--- config.mk ---
export PLATFORM = sky130hd
export DESIGN_NAME = spi_peripheral_byte_flat
export DESIGN_NICKNAME = d
export VERILOG_FILES = /design/src/rtl/spi_pkg.sv /design/src/rtl/spi_peripheral_byte_if.sv /design/src/rtl/spi_sync_edge.sv /design/src/rtl/spi_peripheral_byte.sv /design/src/flat_wrapper.sv
export SDC_FILE = /design/constraint.sdc
export NUM_CORES = 1
export LEC_CHECK = 0
export CAP_MARGIN = 30
export CORE_ASPECT_RATIO = 0.7
export CORE_UTILIZATION = 53
export DETAILED_ROUTE_END_ITERATION = 10
export PLACE_DENSITY = 0.88
export SETUP_SLACK_MARGIN = 0.02
export SLEW_MARGIN = 0
export SYNTH_ARGS = -nofsm -noshare
export SYNTH_HDL_FRONTEND = slang
export SYNTH_SLANG_ARGS = --single-unit
--- constraint.sdc ---
create_clock -name clk_in -period 1.8 [get_ports clk_in]
set_input_delay 0.36 -clock clk_in [delete_from_list [all_inputs] [get_ports clk_in]]
set_output_delay 0.36 -clock clk_in [all_outputs]
set_load 0.02 [all_outputs]
--- src/rtl/spi_pkg.sv ---
// Shared definitions for the SPI byte peripheral.
//   - spi_state_e : FSM states (IDLE waits for select, LOAD primes the TX
//                   shift register, SHIFT moves bits)
//   - DATA_W_DEF / IDLE_FILL_DEF : default word width and idle TX word
//   - CPOL / CPHA : SPI mode constants (mode 0)
package spi_pkg;

  localparam int         DATA_W_DEF    = 8;
  localparam logic [7:0] IDLE_FILL_DEF = 8'hFF;

  localparam logic CPOL = 1'b0;
  localparam logic CPHA = 1'b0;

  typedef enum logic [1:0] {
    ST_IDLE  = 2'd0,
    ST_LOAD  = 2'd1,
    ST_SHIFT = 2'd2
  } spi_state_e;

endpackage

--- src/rtl/spi_peripheral_byte_if.sv ---
// Host-side byte interface of the SPI peripheral.
//   i_TX_Byte / i_TX_DV : word offered for transmission and its write strobe
//   o_TX_Ready          : TX holding buffer empty
//   o_RX_Byte / o_RX_DV : last received word and its one-cycle update pulse
//   o_TX_Underrun       : one-cycle pulse, a word started with no TX data
//
// Handshake: a TX word is transferred on every rising clk edge where
// i_TX_DV=1 and o_TX_Ready=1. i_TX_DV while o_TX_Ready=0 is ignored. There is
// no backpressure on the RX side: o_RX_Byte is valid in the cycle o_RX_DV=1
// and holds until the next complete word.
interface spi_peripheral_byte_if #(
  parameter int DATA_W = 8
);
  logic [DATA_W-1:0] i_TX_Byte;
  logic              i_TX_DV;
  logic              o_TX_Ready;
  logic [DATA_W-1:0] o_RX_Byte;
  logic              o_RX_DV;
  logic              o_TX_Underrun;

  modport master (
    output i_TX_Byte, i_TX_DV,
    input  o_TX_Ready, o_RX_Byte, o_RX_DV, o_TX_Underrun
  );

  modport slave (
    input  i_TX_Byte, i_TX_DV,
    output o_TX_Ready, o_RX_Byte, o_RX_DV, o_TX_Underrun
  );
endinterface

--- src/rtl/spi_sync_edge.sv ---
// N-stage synchroniser with single-cycle rise/fall strobes.
//   clk   : system clock
//   rst   : asynchronous active-low reset, flops go to RST_VAL
//   din   : asynchronous input
//   level : synchronised level
//   rise  : one-cycle strobe on a synchronised 0->1 transition
//   fall  : one-cycle strobe on a synchronised 1->0 transition
// STAGES must be at least 2.
module spi_sync_edge #(
  parameter int   STAGES  = 2,
  parameter logic RST_VAL = 1'b0
) (
  input  logic clk,
  input  logic rst,
  input  logic din,
  output logic level,
  output logic rise,
  output logic fall
);

  logic [STAGES-1:0] sync_q;
  logic              prev_q;

  always_ff @(posedge clk or negedge rst) begin
    if (!rst) begin
      sync_q <= {STAGES{RST_VAL}};
      prev_q <= RST_VAL;
    end else begin
      sync_q <= {sync_q[STAGES-2:0], din};
      prev_q <= sync_q[STAGES-1];
    end
  end

  assign level = sync_q[STAGES-1];
  assign rise  = sync_q[STAGES-1] & ~prev_q;
  assign fall  = ~sync_q[STAGES-1] & prev_q;

endmodule

--- src/rtl/spi_peripheral_byte.sv ---
// SPI mode-0 peripheral, MSB first, with a one-entry TX holding buffer.
//   clk_in, rst        : system clock, asynchronous active-low reset
//   i_SPI_Clk          : SCLK from the controller (<= clk_in/8)
//   i_SPI_CS_n         : chip select, active-low
//   i_SPI_MOSI         : controller-to-peripheral data
//   o_SPI_MISO         : peripheral-to-controller data (1 when deselected)
//   o_SPI_MISO_En      : MISO pad enable, high while selected
//   bus                : host byte interface (TX buffer write, RX word out)
//   o_dbg_state        : current FSM state
module spi_peripheral_byte
  import spi_pkg::*;
#(
  parameter int               DATA_W      = DATA_W_DEF,
  parameter logic [DATA_W-1:0] IDLE_FILL  = DATA_W'(IDLE_FILL_DEF),
  parameter int               SYNC_STAGES = 2
) (
  input  logic                  clk_in,
  input  logic                  rst,
  input  logic                  i_SPI_Clk,
  input  logic                  i_SPI_CS_n,
  input  logic                  i_SPI_MOSI,
  output logic                  o_SPI_MISO,
  output logic                  o_SPI_MISO_En,
  spi_peripheral_byte_if.slave  bus,
  output spi_state_e            o_dbg_state
);

  localparam int CNT_W = $clog2(DATA_W);

  // ---------------------------------------------------------------- inputs
  logic sclk_level_unused, sclk_rise, sclk_fall;
  logic cs_level, cs_rise_unused, cs_fall;
  logic mosi_level, mosi_rise_unused, mosi_fall_unused;

  spi_sync_edge #(.STAGES(SYNC_STAGES), .RST_VAL(CPOL)) u_sync_sclk (
    .clk(clk_in), .rst(rst), .din(i_SPI_Clk),
    .level(sclk_level_unused), .rise(sclk_rise), .fall(sclk_fall)
  );

  spi_sync_edge #(.STAGES(SYNC_STAGES), .RST_VAL(1'b1)) u_sync_cs (
    .clk(clk_in), .rst(rst), .din(i_SPI_CS_n),
    .level(cs_level), .rise(cs_rise_unused), .fall(cs_fall)
  );

  spi_sync_edge #(.STAGES(SYNC_STAGES), .RST_VAL(1'b0)) u_sync_mosi (
    .clk(clk_in), .rst(rst), .din(i_SPI_MOSI),
    .level(mosi_level), .rise(mosi_rise_unused), .fall(mosi_fall_unused)
  );

  // Mode 0: sample on the leading (rising) edge, change on the trailing edge.
  logic sample_stb, change_stb;
  assign sample_stb = (CPHA == 1'b0) ? sclk_rise : sclk_fall;
  assign change_stb = (CPHA == 1'b0) ? sclk_fall : sclk_rise;

  // ---------------------------------------------------------------- state
  spi_state_e        state_q, state_d;
  logic [CNT_W-1:0]  bit_cnt_q;
  logic [DATA_W-1:0] rx_sr_q;
  logic [DATA_W-1:0] tx_sr_q;
  logic [DATA_W-1:0] buf_q;
  logic              buf_full_q;
  logic [DATA_W-1:0] rx_byte_q;
  logic              rx_dv_q;
  logic              underrun_q;

  logic              last_bit;
  logic              word_done;
  logic              tx_accept;
  logic [DATA_W-1:0] load_word;

  assign last_bit  = (bit_cnt_q == CNT_W'(DATA_W - 1));
  // A deselect arriving with the final edge wins: the word is discarded.
  assign word_done = (state_q == ST_SHIFT) && sample_stb && last_bit && !cs_level;
  assign tx_accept = bus.i_TX_DV && !buf_full_q;
  assign load_word = buf_full_q ? buf_q : IDLE_FILL;

  always_comb begin
    state_d = state_q;
    case (state_q)
      ST_IDLE:  if (cs_fall) state_d = ST_LOAD;
      ST_LOAD:  state_d = ST_SHIFT;
      ST_SHIFT: if (sample_stb && last_bit) state_d = ST_LOAD;
      default:  state_d = ST_IDLE;
    endcase
    if (cs_level) state_d = ST_IDLE;
  end

  always_ff @(posedge clk_in or negedge rst) begin
    if (!rst) state_q <= ST_IDLE;
    else      state_q <= state_d;
  end

  // ------------------------------------------------------------ TX buffer
  // A write and a LOAD cannot both touch the buffer in one cycle: a write
  // needs it empty, and an empty-buffer LOAD sends IDLE_FILL and leaves the
  // freshly written word for the next LOAD.
  always_ff @(posedge clk_in or negedge rst) begin
    if (!rst) begin
      buf_q      <= '0;
      buf_full_q <= 1'b0;
    end else if (tx_accept) begin
      buf_q      <= bus.i_TX_Byte;
      buf_full_q <= 1'b1;
    end else if (state_q == ST_LOAD) begin
      buf_full_q <= 1'b0;
    end
  end

  always_ff @(posedge clk_in or negedge rst) begin
    if (!rst) underrun_q <= 1'b0;
    else      underrun_q <= (state_q == ST_LOAD) && !buf_full_q;
  end

  // ----------------------------------------------------- TX shift register
  // The trailing edge that follows the last sample of a word is the one that
  // presents the next word's MSB, which LOAD has already put in place; it is
  // recognised by bit_cnt_q==0 and must not shift.
  always_ff @(posedge clk_in or negedge rst) begin
    if (!rst) begin
      tx_sr_q <= '1;
    end else if (state_q == ST_LOAD) begin
      tx_sr_q <= load_word;
    end else if (state_q == ST_SHIFT && change_stb && bit_cnt_q != '0) begin
      tx_sr_q <= {tx_sr_q[DATA_W-2:0], 1'b1};
    end
  end

  // ------------------------------------------------------------- RX side
  always_ff @(posedge clk_in or negedge rst) begin
    if (!rst) begin
      bit_cnt_q <= '0;
      rx_sr_q   <= '0;
    end else if (state_q != ST_SHIFT) begin
      bit_cnt_q <= '0;
    end else if (sample_stb) begin
      rx_sr_q   <= {rx_sr_q[DATA_W-2:0], mosi_level};
      bit_cnt_q <= last_bit ? '0 : bit_cnt_q + 1'b1;
    end
  end

  always_ff @(posedge clk_in or negedge rst) begin
    if (!rst) begin
      rx_byte_q <= '0;
      rx_dv_q   <= 1'b0;
    end else begin
      rx_dv_q <= word_done;
      if (word_done) rx_byte_q <= {rx_sr_q[DATA_W-2:0], mosi_level};
    end
  end

  // --------------------------------------------------------------- outputs
  // During LOAD the MSB comes straight from the word being loaded so it is
  // on the pin in the same cycle.
  always_comb begin
    o_SPI_MISO = 1'b1;
    case (state_q)
      ST_LOAD:  o_SPI_MISO = load_word[DATA_W-1];
      ST_SHIFT: o_SPI_MISO = tx_sr_q[DATA_W-1];
      default:  o_SPI_MISO = 1'b1;
    endcase
  end

  assign o_SPI_MISO_En     = (state_q != ST_IDLE);
  assign bus.o_TX_Ready    = !buf_full_q;
  assign bus.o_RX_Byte     = rx_byte_q;
  assign bus.o_RX_DV       = rx_dv_q;
  assign bus.o_TX_Underrun = underrun_q;
  assign o_dbg_state       = state_q;

endmodule
--- src/flat_wrapper.sv ---
// flat-port wrapper written by rule: the top's interface ports become plain ports
module spi_peripheral_byte_flat import spi_pkg::*;
#(
  parameter int               DATA_W      = DATA_W_DEF,
  parameter logic [DATA_W-1:0] IDLE_FILL  = DATA_W'(IDLE_FILL_DEF),
  parameter int               SYNC_STAGES = 2
)
  (clk_in, rst, i_SPI_Clk, i_SPI_CS_n, i_SPI_MOSI, o_SPI_MISO, o_SPI_MISO_En, o_dbg_state, bus_i_TX_Byte, bus_i_TX_DV, bus_o_TX_Ready, bus_o_RX_Byte, bus_o_RX_DV, bus_o_TX_Underrun);
  spi_peripheral_byte_if #(.DATA_W(DATA_W)) bus_i ();
  input  logic clk_in;
  input  logic rst;
  input  logic i_SPI_Clk;
  input  logic i_SPI_CS_n;
  input  logic i_SPI_MOSI;
  output logic o_SPI_MISO;
  output logic o_SPI_MISO_En;
  output spi_state_e o_dbg_state;
  input wire logic [$bits(bus_i.i_TX_Byte)-1:0] bus_i_TX_Byte;
  input wire logic [$bits(bus_i.i_TX_DV)-1:0] bus_i_TX_DV;
  output wire logic [$bits(bus_i.o_TX_Ready)-1:0] bus_o_TX_Ready;
  output wire logic [$bits(bus_i.o_RX_Byte)-1:0] bus_o_RX_Byte;
  output wire logic [$bits(bus_i.o_RX_DV)-1:0] bus_o_RX_DV;
  output wire logic [$bits(bus_i.o_TX_Underrun)-1:0] bus_o_TX_Underrun;
  assign bus_i.i_TX_Byte = bus_i_TX_Byte;
  assign bus_i.i_TX_DV = bus_i_TX_DV;
  assign bus_o_TX_Ready = bus_i.o_TX_Ready;
  assign bus_o_RX_Byte = bus_i.o_RX_Byte;
  assign bus_o_RX_DV = bus_i.o_RX_DV;
  assign bus_o_TX_Underrun = bus_i.o_TX_Underrun;
  spi_peripheral_byte #(.DATA_W(DATA_W), .IDLE_FILL(IDLE_FILL), .SYNC_STAGES(SYNC_STAGES)) u_core (.clk_in(clk_in), .rst(rst), .i_SPI_Clk(i_SPI_Clk), .i_SPI_CS_n(i_SPI_CS_n), .i_SPI_MOSI(i_SPI_MOSI), .o_SPI_MISO(o_SPI_MISO), .o_SPI_MISO_En(o_SPI_MISO_En), .bus(bus_i), .o_dbg_state(o_dbg_state));
endmodule
==> results of run 1 <==
power breakdown:
part | internal, mW | total (mW) | leakage (nW) | switching (mW)
registers | 1.34 | 1.49 | 0.583 | 0.154
logic | 0.414 | 0.872 | 0.461 | 0.458
clock network | 0.279 | 0.629 | 0.0418 | 0.350
total | 2.03 | 2.99 | 1.09 | 0.962
worst reg2reg max path: stages (launching register included):
cell and delay, ps:
sky130_fd_sc_hd__dfrtp_1 360, sky130_fd_sc_hd__ha_1 160, sky130_fd_sc_hd__ha_2 190, sky130_fd_sc_hd__nand3b_1 130
sky130_fd_sc_hd__nor3b_2 200, sky130_fd_sc_hd__buf_6 170, sky130_fd_sc_hd__mux2_2 350
final cells by class:
class                   count  area [um2]
flip-flops and latches     47        1190
fillers                   260        1102
multi-input cells          89       705.7
repair buffers             38       356.6
clock buffers               6       72.57
well taps                  50       62.56
inverters                   7       30.03
clock inverters             2       16.27
synthesized netlist by cell type:
master	number	area, um2
sky130_fd_sc_hd__o21a_1	1	7.510
sky130_fd_sc_hd__nand3b_1	2	15.01
sky130_fd_sc_hd__ha_1	6	75.07
sky130_fd_sc_hd__nand2_1	1	3.750
sky130_fd_sc_hd__nand2_4	1	11.26
sky130_fd_sc_hd__nand3_1	8	40.04
sky130_fd_sc_hd__a2bb2oi_1	1	8.760
sky130_fd_sc_hd__a21oi_1	2	10.01
sky130_fd_sc_hd__nor3b_2	1	12.51
sky130_fd_sc_hd__nor2_1	5	18.77
sky130_fd_sc_hd__buf_2	4	20.02
sky130_fd_sc_hd__inv_1	5	18.77
sky130_fd_sc_hd__mux2_2	24	270.3
sky130_fd_sc_hd__a21o_1	1	7.510
sky130_fd_sc_hd__o21ai_0	8	40.04
sky130_fd_sc_hd__clkbuf_1	1	3.750
sky130_fd_sc_hd__buf_4	1	7.510
sky130_fd_sc_hd__nor2b_1	5	31.28
sky130_fd_sc_hd__and3b_1	1	8.760
sky130_fd_sc_hd__clkinv_1	1	3.750
sky130_fd_sc_hd__buf_6	1	11.26
sky130_fd_sc_hd__dfrtp_1	36	900.9
sky130_fd_sc_hd__nand2b_1	3	18.77
sky130_fd_sc_hd__inv_2	1	3.750
sky130_fd_sc_hd__mux2i_1	3	30.03
sky130_fd_sc_hd__nor3_1	8	40.04
sky130_fd_sc_hd__and3b_2	1	10.01
sky130_fd_sc_hd__dfstp_2	11	289.0
sky130_fd_sc_hd__a31oi_1	7	43.79
metal layers:
layer,global-route usage,vias to the layer above,share of wire
met5,0,-,0
met4,0.1321,0,0.023
met3,0.05333,10,0.040
met2,0.3679,36,0.50
met1,0.2651,641,0.44
li1,-,600,-
metrics by stage:
stage / setup WS [ps] / utilization / hold slack (ps) / cells / instance area [um2]
2_1_floorplan: 131.5 / - / 64.41 / 150 / 1962
3_3_place_gp: 77.13 / 0.6610 / 335.5 / 230 / 2337
3_5_place_dp: 14.87 / 0.6610 / 334.7 / 230 / 2337
4_1_cts: 29.13 / 0.6872 / 24.57 / 239 / 2430
5_1_grt: 26.12 / 0.6883 / 45.26 / 239 / 2434
6_report: 86.67 / 0.6883 / 24.45 / 239 / 2434
kinds of logic (layout without fill, tap and decap cells):
logic type,Yosys count,after routing,share of synthesized area
compound gates,20,20,0.05995
fa+ha+maj,6,6,0.03826
buf+inv,14,53,0.03507
flops,47,47,0.6065
mux,27,27,0.1531
simple gates,36,36,0.1071
state kept, by name (all words and copies together) (netlist names):
register / count
u_core.buf_full_q: 1
u_core.bus.o_TX_Underrun: 1
u_core.o_dbg_state: 2
u_core.tx_sr_q: 8
u_core.u_sync_mosi.sync_q: 2
u_core.u_sync_sclk.sync_q: 2
u_core.u_sync_cs.prev_q: 1
u_core.bit_cnt_q: 3
u_core.rx_sr_q: 7
u_core.u_sync_cs.sync_q: 2
u_core.buf_q: 8
u_core.bus.o_RX_Byte: 8
u_core.bus.o_RX_DV: 1
u_core.u_sync_sclk.prev_q: 1
path summary, 6_finish.rpt:
check / end / slack (ps)
worst max-delay path: o_SPI_MISO_En / 90
worst min-delay path: u_core.buf_q[6] / 20
worst max register to register: u_core.bus.o_RX_Byte[6] / 130
worst min register to register: u_core.u_sync_mosi.sync_q[1] / 350
max in group asynchronous: u_core.tx_sr_q[0] / 1500
min in group clk_in: u_core.u_sync_mosi.sync_q[1] / 350
layout by cell type, fill, tap and decap left out, types with 2 or more instances in the layout:
cell type                          n
sky130_fd_sc_hd__dfrtp_1          36
sky130_fd_sc_hd__mux2_2           24
sky130_fd_sc_hd__clkdlybuf4s50_1  22
sky130_fd_sc_hd__dfstp_2          11
sky130_fd_sc_hd__o21ai_0           8
sky130_fd_sc_hd__nand3_1           8
sky130_fd_sc_hd__nor3_1            8
sky130_fd_sc_hd__buf_4             8
sky130_fd_sc_hd__a31oi_1           7
sky130_fd_sc_hd__inv_1             5
sky130_fd_sc_hd__nor2_1            5
sky130_fd_sc_hd__nor2b_1           5
sky130_fd_sc_hd__ha_1              5
sky130_fd_sc_hd__clkbuf_8          5
sky130_fd_sc_hd__dlygate4sd2_1     4
sky130_fd_sc_hd__mux2i_1           3
sky130_fd_sc_hd__nand2b_1          3
sky130_fd_sc_hd__clkinvlp_4        2
sky130_fd_sc_hd__nand3b_1          2
sky130_fd_sc_hd__a21oi_1           2
sky130_fd_sc_hd__buf_2             2
repair_timing:
item,4_1_cts,5_1_grt
endpoints found under the setup margin,13,10
gates resized for setup,7,4
setup buffers,1,0
==> out/results.ini, run 1 <==
[finish]
layout-area-overhead-vs-synth_pct=24.04
finish.net_count=208
drive_gt1_frac=0.3175
num_antenna_cells=0

[placement]
dp_hpwl_um=2714
place.gp.congestion=0.8179
placement.io_buffers=28

[job]
max-cap-violations=0

[floorplanning]
core_outline_area_um2=3536
starting_density_of_the_core=0.5548
fp.dieArea_um2=3953
floorplan.rows=18
die_x_um=74.72
io-pin-count=29
die_height_um=52.91

[clock_tree]
clock_network_latency_to_the_later_pin_of_the_worst_skew_pair_ps=300
numClockSinks=47
clock_path_buffers=2
cts_hold_buffers=0
cts.reportedPaths.clkPinSlew_ps=90
clock_tree_from_tritoncts=done
cts-buffers-inserted=5
cts_root_buffer=sky130_fd_sc_hd__clkbuf_8
cts-htree-levels=2

[global_routing]
gr-usage-all-layers=0.2221
number_of_global_route_vias_before_repair=1345
grt_first_pass_wirelength_um=6147
grt_max_degree=48
gr-total-overflow=0
antenna_found_initial=0

[timing]
worstMarginPinSlew_ps=509.8
report.final.setup_viol=0
clock.fmax_ghz=0.5837
timing.final.hold_violations=0
layout_min_cycle_time_ps=1713
rsz0062_at_grt=no
final_max_slew_viol_count=0
slew-limit-headroom=0.6594
fin_skew_ps=6.387
fin_tns_setup_ps=0
timing.final.crit_share=0.9519

[worst_setup_path]
crit_path_cell_trace=inv_1 -> ha_1 -> inv_1 -> dlygate4sd2_1
critPathTopFamily=buffers and inverters
setup.worst_path.start_class=flip-flop
worstPathRequired_ps=1440
ff2ff_path_depth=6
crit_path_max_fanout=3
cp_slowest_stage_delay_ps=370
critical_path_arrival_ps=1350
timing.setup.critical_path_class=reg2out
cp-end-kind=output port
critical-path-top-cell-by-count=sky130_fd_sc_hd__inv_1
setup.worst_path.start=u_core.o_dbg_state[0]
reg2reg_from=u_core.bit_cnt_q[0]
critical_path_cell_count=4
critical_path.slowest_cell=sky130_fd_sc_hd__dfrtp_1
crit_buf_inv=3

[power_and_ir_drop]
total_power_mw=2.990
power-per-cell-area_nw_per_um2=1229
total_leakage_power_nw=1.086
vdd_ir_drop_max_mv=0.7536

[logic_synthesis]
syn-mean-instance-area_um2=13.08
synthCells=150
synthesis.area_um2=1962
post_syn_nets=170
postSynthRegisterBits=47
synth-seq-area-share=0.6065
synth.yosys.warnings=0
post_synth_num_cell_types=29

[route]
antenna_left=0
remaining_drc_errors=0
vias=1287
length_of_the_first_detailed_routing_pass_in_iterations=5
routed_wire_length_per_instance_um=15.60
detail_route.vias_per_cell=5.385
wl_um=3729
drtIter0Drc=123

[min_path]
hp-class=in2async

[status]
run_status=complete, no violations

No activity file was read; power rests on OpenSTA's default activity.
==> run 2: changes to the inputs <==
--- a/config.mk
+++ b/config.mk
@@ -5,6 +5,7 @@
 export SDC_FILE = /design/constraint.sdc
 export NUM_CORES = 1
 export LEC_CHECK = 0
+export ABC_CLOCK_PERIOD_IN_PS = 1800
 export CAP_MARGIN = 30
 export CORE_ASPECT_RATIO = 0.7
 export CORE_UTILIZATION = 53
==> results of run 2 <==
Same layout as run 1: the final DEF is identical, and so are final timing and power.
==> run 3: changes to the inputs <==
--- a/config.mk
+++ b/config.mk
@@ -10,6 +10,7 @@
 export CORE_ASPECT_RATIO = 0.7
 export CORE_UTILIZATION = 53
 export DETAILED_ROUTE_END_ITERATION = 10
+export MAX_ROUTING_LAYER = met4
 export PLACE_DENSITY = 0.88
 export SETUP_SLACK_MARGIN = 0.02
 export SLEW_MARGIN = 0
==> out/results.ini, run 3 (synthesis results as in run 1) <==
[power_and_ir_drop]
p_sw_mw=0.9627  ; about the same
power-per-cell-area_nw_per_um2=1230  ; +0.12%
total_leakage_power_nw=1.089  ; +0.29%
clkPwrFrac=0.211  ; about the same
p_seq_frac=0.498  ; about the same
comb_power_share=0.291  ; about the same
power_switching_share=0.3219  ; about the same
internal_power_mw=2.028  ; about the same
vdd_ir_drop_max_mv=0.7531  ; about the same

[finish]
design_area_um2=2431  ; -0.10%
finish.net_count=208  ; unchanged
final_common_cell=sky130_fd_sc_hd__dfrtp_1
num_antenna_cells=0  ; unchanged
drive_gt1_frac=0.3122  ; -0.005291
layout-area-overhead-vs-synth_pct=23.92
final_core_utilization=0.6875  ; -0.0007080
layout.cells.non_filler=239  ; unchanged
highest_count_cells_in_the_layout_ignoring_fill_and_taps=sky130_fd_sc_hd__dfrtp_1 (36), sky130_fd_sc_hd__mux2_2 (24), sky130_fd_sc_hd__clkdlybuf4s50_1 (22)

[floorplanning]
io-pin-count=29  ; unchanged
fp.dieArea_um2=3953  ; unchanged
core_outline_area_um2=3536  ; unchanged
die_x_um=74.72  ; unchanged
starting_density_of_the_core=0.5548  ; unchanged
floorplan.rows=18  ; unchanged
die_height_um=52.91  ; unchanged

[timing]
rsz0062_at_grt=yes
timing.final.crit_share=0.9494  ; -0.002453
clock.fmax_ghz=0.5852  ; +0.26%
final_max_slew_viol_count=0  ; unchanged
layout_min_cycle_time_ps=1709  ; -4.416 ps
slew-limit-headroom=0.6594  ; about the same
timing.final.hold_violations=0  ; unchanged
report.final.setup_viol=0  ; unchanged
fin_tns_setup_ps=0  ; unchanged
fin_skew_ps=6.319  ; -0.06772 ps
worstMarginPinSlew_ps=509.9  ; +0.06419 ps

[global_routing]
grt_max_degree=48  ; unchanged
grt_first_pass_wirelength_um=6072  ; -1.2%
groute.layer.met2.usage=0.3619  ; -0.006006
antenna_found_initial=0  ; unchanged
busiest_layer=met2
gr-total-overflow=0  ; unchanged
gr-usage-all-layers=0.2260  ; +0.003902
use_met3=0.05333  ; unchanged
number_of_global_route_vias_before_repair=1366  ; +1.6%
gr-usage-met1=0.2575  ; -0.007538

[clock_tree]
clock_tree_from_tritoncts=done
cts-buffers-inserted=5  ; unchanged
cts.reportedPaths.clkPinSlew_ps=90  ; about the same
cts-htree-levels=2  ; unchanged
clock_path_buffers=2  ; unchanged
cts_root_buffer=sky130_fd_sc_hd__clkbuf_8
clock_network_latency_to_the_later_pin_of_the_worst_skew_pair_ps=300  ; about the same
numClockSinks=47  ; unchanged

[route]
drtIter0Drc=121  ; -1.6%
wl_um=3701  ; -0.75%
antenna_left=0  ; unchanged
remaining_drc_errors=0  ; unchanged
detail_route.vias_per_cell=5.389  ; about the same
length_of_the_first_detailed_routing_pass_in_iterations=4  ; -1
vias=1288  ; +0.078%
routed_wire_length_per_instance_um=15.49  ; -0.75%

[min_path]
hp-class=in2async

[worst_setup_path]
critical_path_arrival_ps=1350  ; about the same
crit_path_max_fanout=3  ; unchanged
timing.setup.critical_path_class=reg2out
worstPathRequired_ps=1440  ; about the same
cp-end-kind=output port
setup.worst_path.start_class=flip-flop

[placement]
placed_area_um2=2337  ; unchanged
dp_hpwl_um=2714  ; unchanged
place.gp.congestion=0.8301  ; +1.5%
placement.io_buffers=28  ; unchanged
dp_cells=230  ; unchanged

[status]
run_status=complete, no violations

[job]
max-cap-violations=0  ; unchanged

==> run 3: cell counts in the layout (fill, tap and decap cells not counted) <==
No cell type changed its count.
==> run 3: worst max-delay path, stage by stage (launching register included) <==
cell and delay (ps):
sky130_fd_sc_hd__dfrtp_1 370, sky130_fd_sc_hd__inv_1 80, sky130_fd_sc_hd__ha_1 200, sky130_fd_sc_hd__inv_1 70, sky130_fd_sc_hd__dlygate4sd2_1 330
==> run 3: metrics by stage <==
step | hold WS [ps] | power [mW] | setup WS (ps)
floorplan | 64.41 | 2.010 | 131.5
global placement | 335.5 | 2.342 | 77.13
detailed placement | 334.7 | 2.417 | 14.87
CTS | 24.57 | 3.020 | 29.13
global route | 45.26 | 3.147 | 22.32
finish | 24.16 | 2.991 | 91.08
==> run 3: worst paths after layout <==
path | startpoint | to | slack, ps | depth (start not counted)
max reg2reg | u_core.bit_cnt_q[0] | u_core.bus.o_RX_Byte[6] | 130 | 6
min in group clk_in | u_core.u_sync_mosi.sync_q[0] | u_core.u_sync_mosi.sync_q[1] | 350 | 0
min | rst | u_core.buf_q[6] | 20 | 2
max | u_core.o_dbg_state[0] | o_SPI_MISO_En | 90 | 4
min reg2reg | u_core.u_sync_mosi.sync_q[0] | u_core.u_sync_mosi.sync_q[1] | 350 | 0
max in group asynchronous | rst | u_core.u_sync_cs.prev_q | 1500 | 2
==> run 3: repair_timing <==
action                     4_1_cts  5_1_grt
hold buffers                     0        0
gates resized for setup          7        3
setup endpoints to repair       13       10
buffers inserted                 1        0
==> run 3: layout make-up <==
class,instances,area [um2]
sequential,47,1190
multi-input combinational,89,703.2
timing repair buffer,38,356.6
inverter,7,30.03
clock inverter,2,16.27
fill,261,1105
clock buffer,6,72.57
tap,50,62.56
==> run 3: layer usage <==
metal,share of wire,vias to the layer above
met3,0.039,13
met4,0.031,0
li1,-,601
met5,0,-
met2,0.49,38
met1,0.44,636
==> run 3: power groups by stage <==
stage	logic, mW	clock network [mW]	registers, mW
floorplan	0.531	0	1.48
global placement	0.858	0	1.48
detailed placement	0.910	0	1.51
CTS	0.882	0.649	1.49
global route	0.948	0.684	1.52
finish	0.870	0.630	1.49
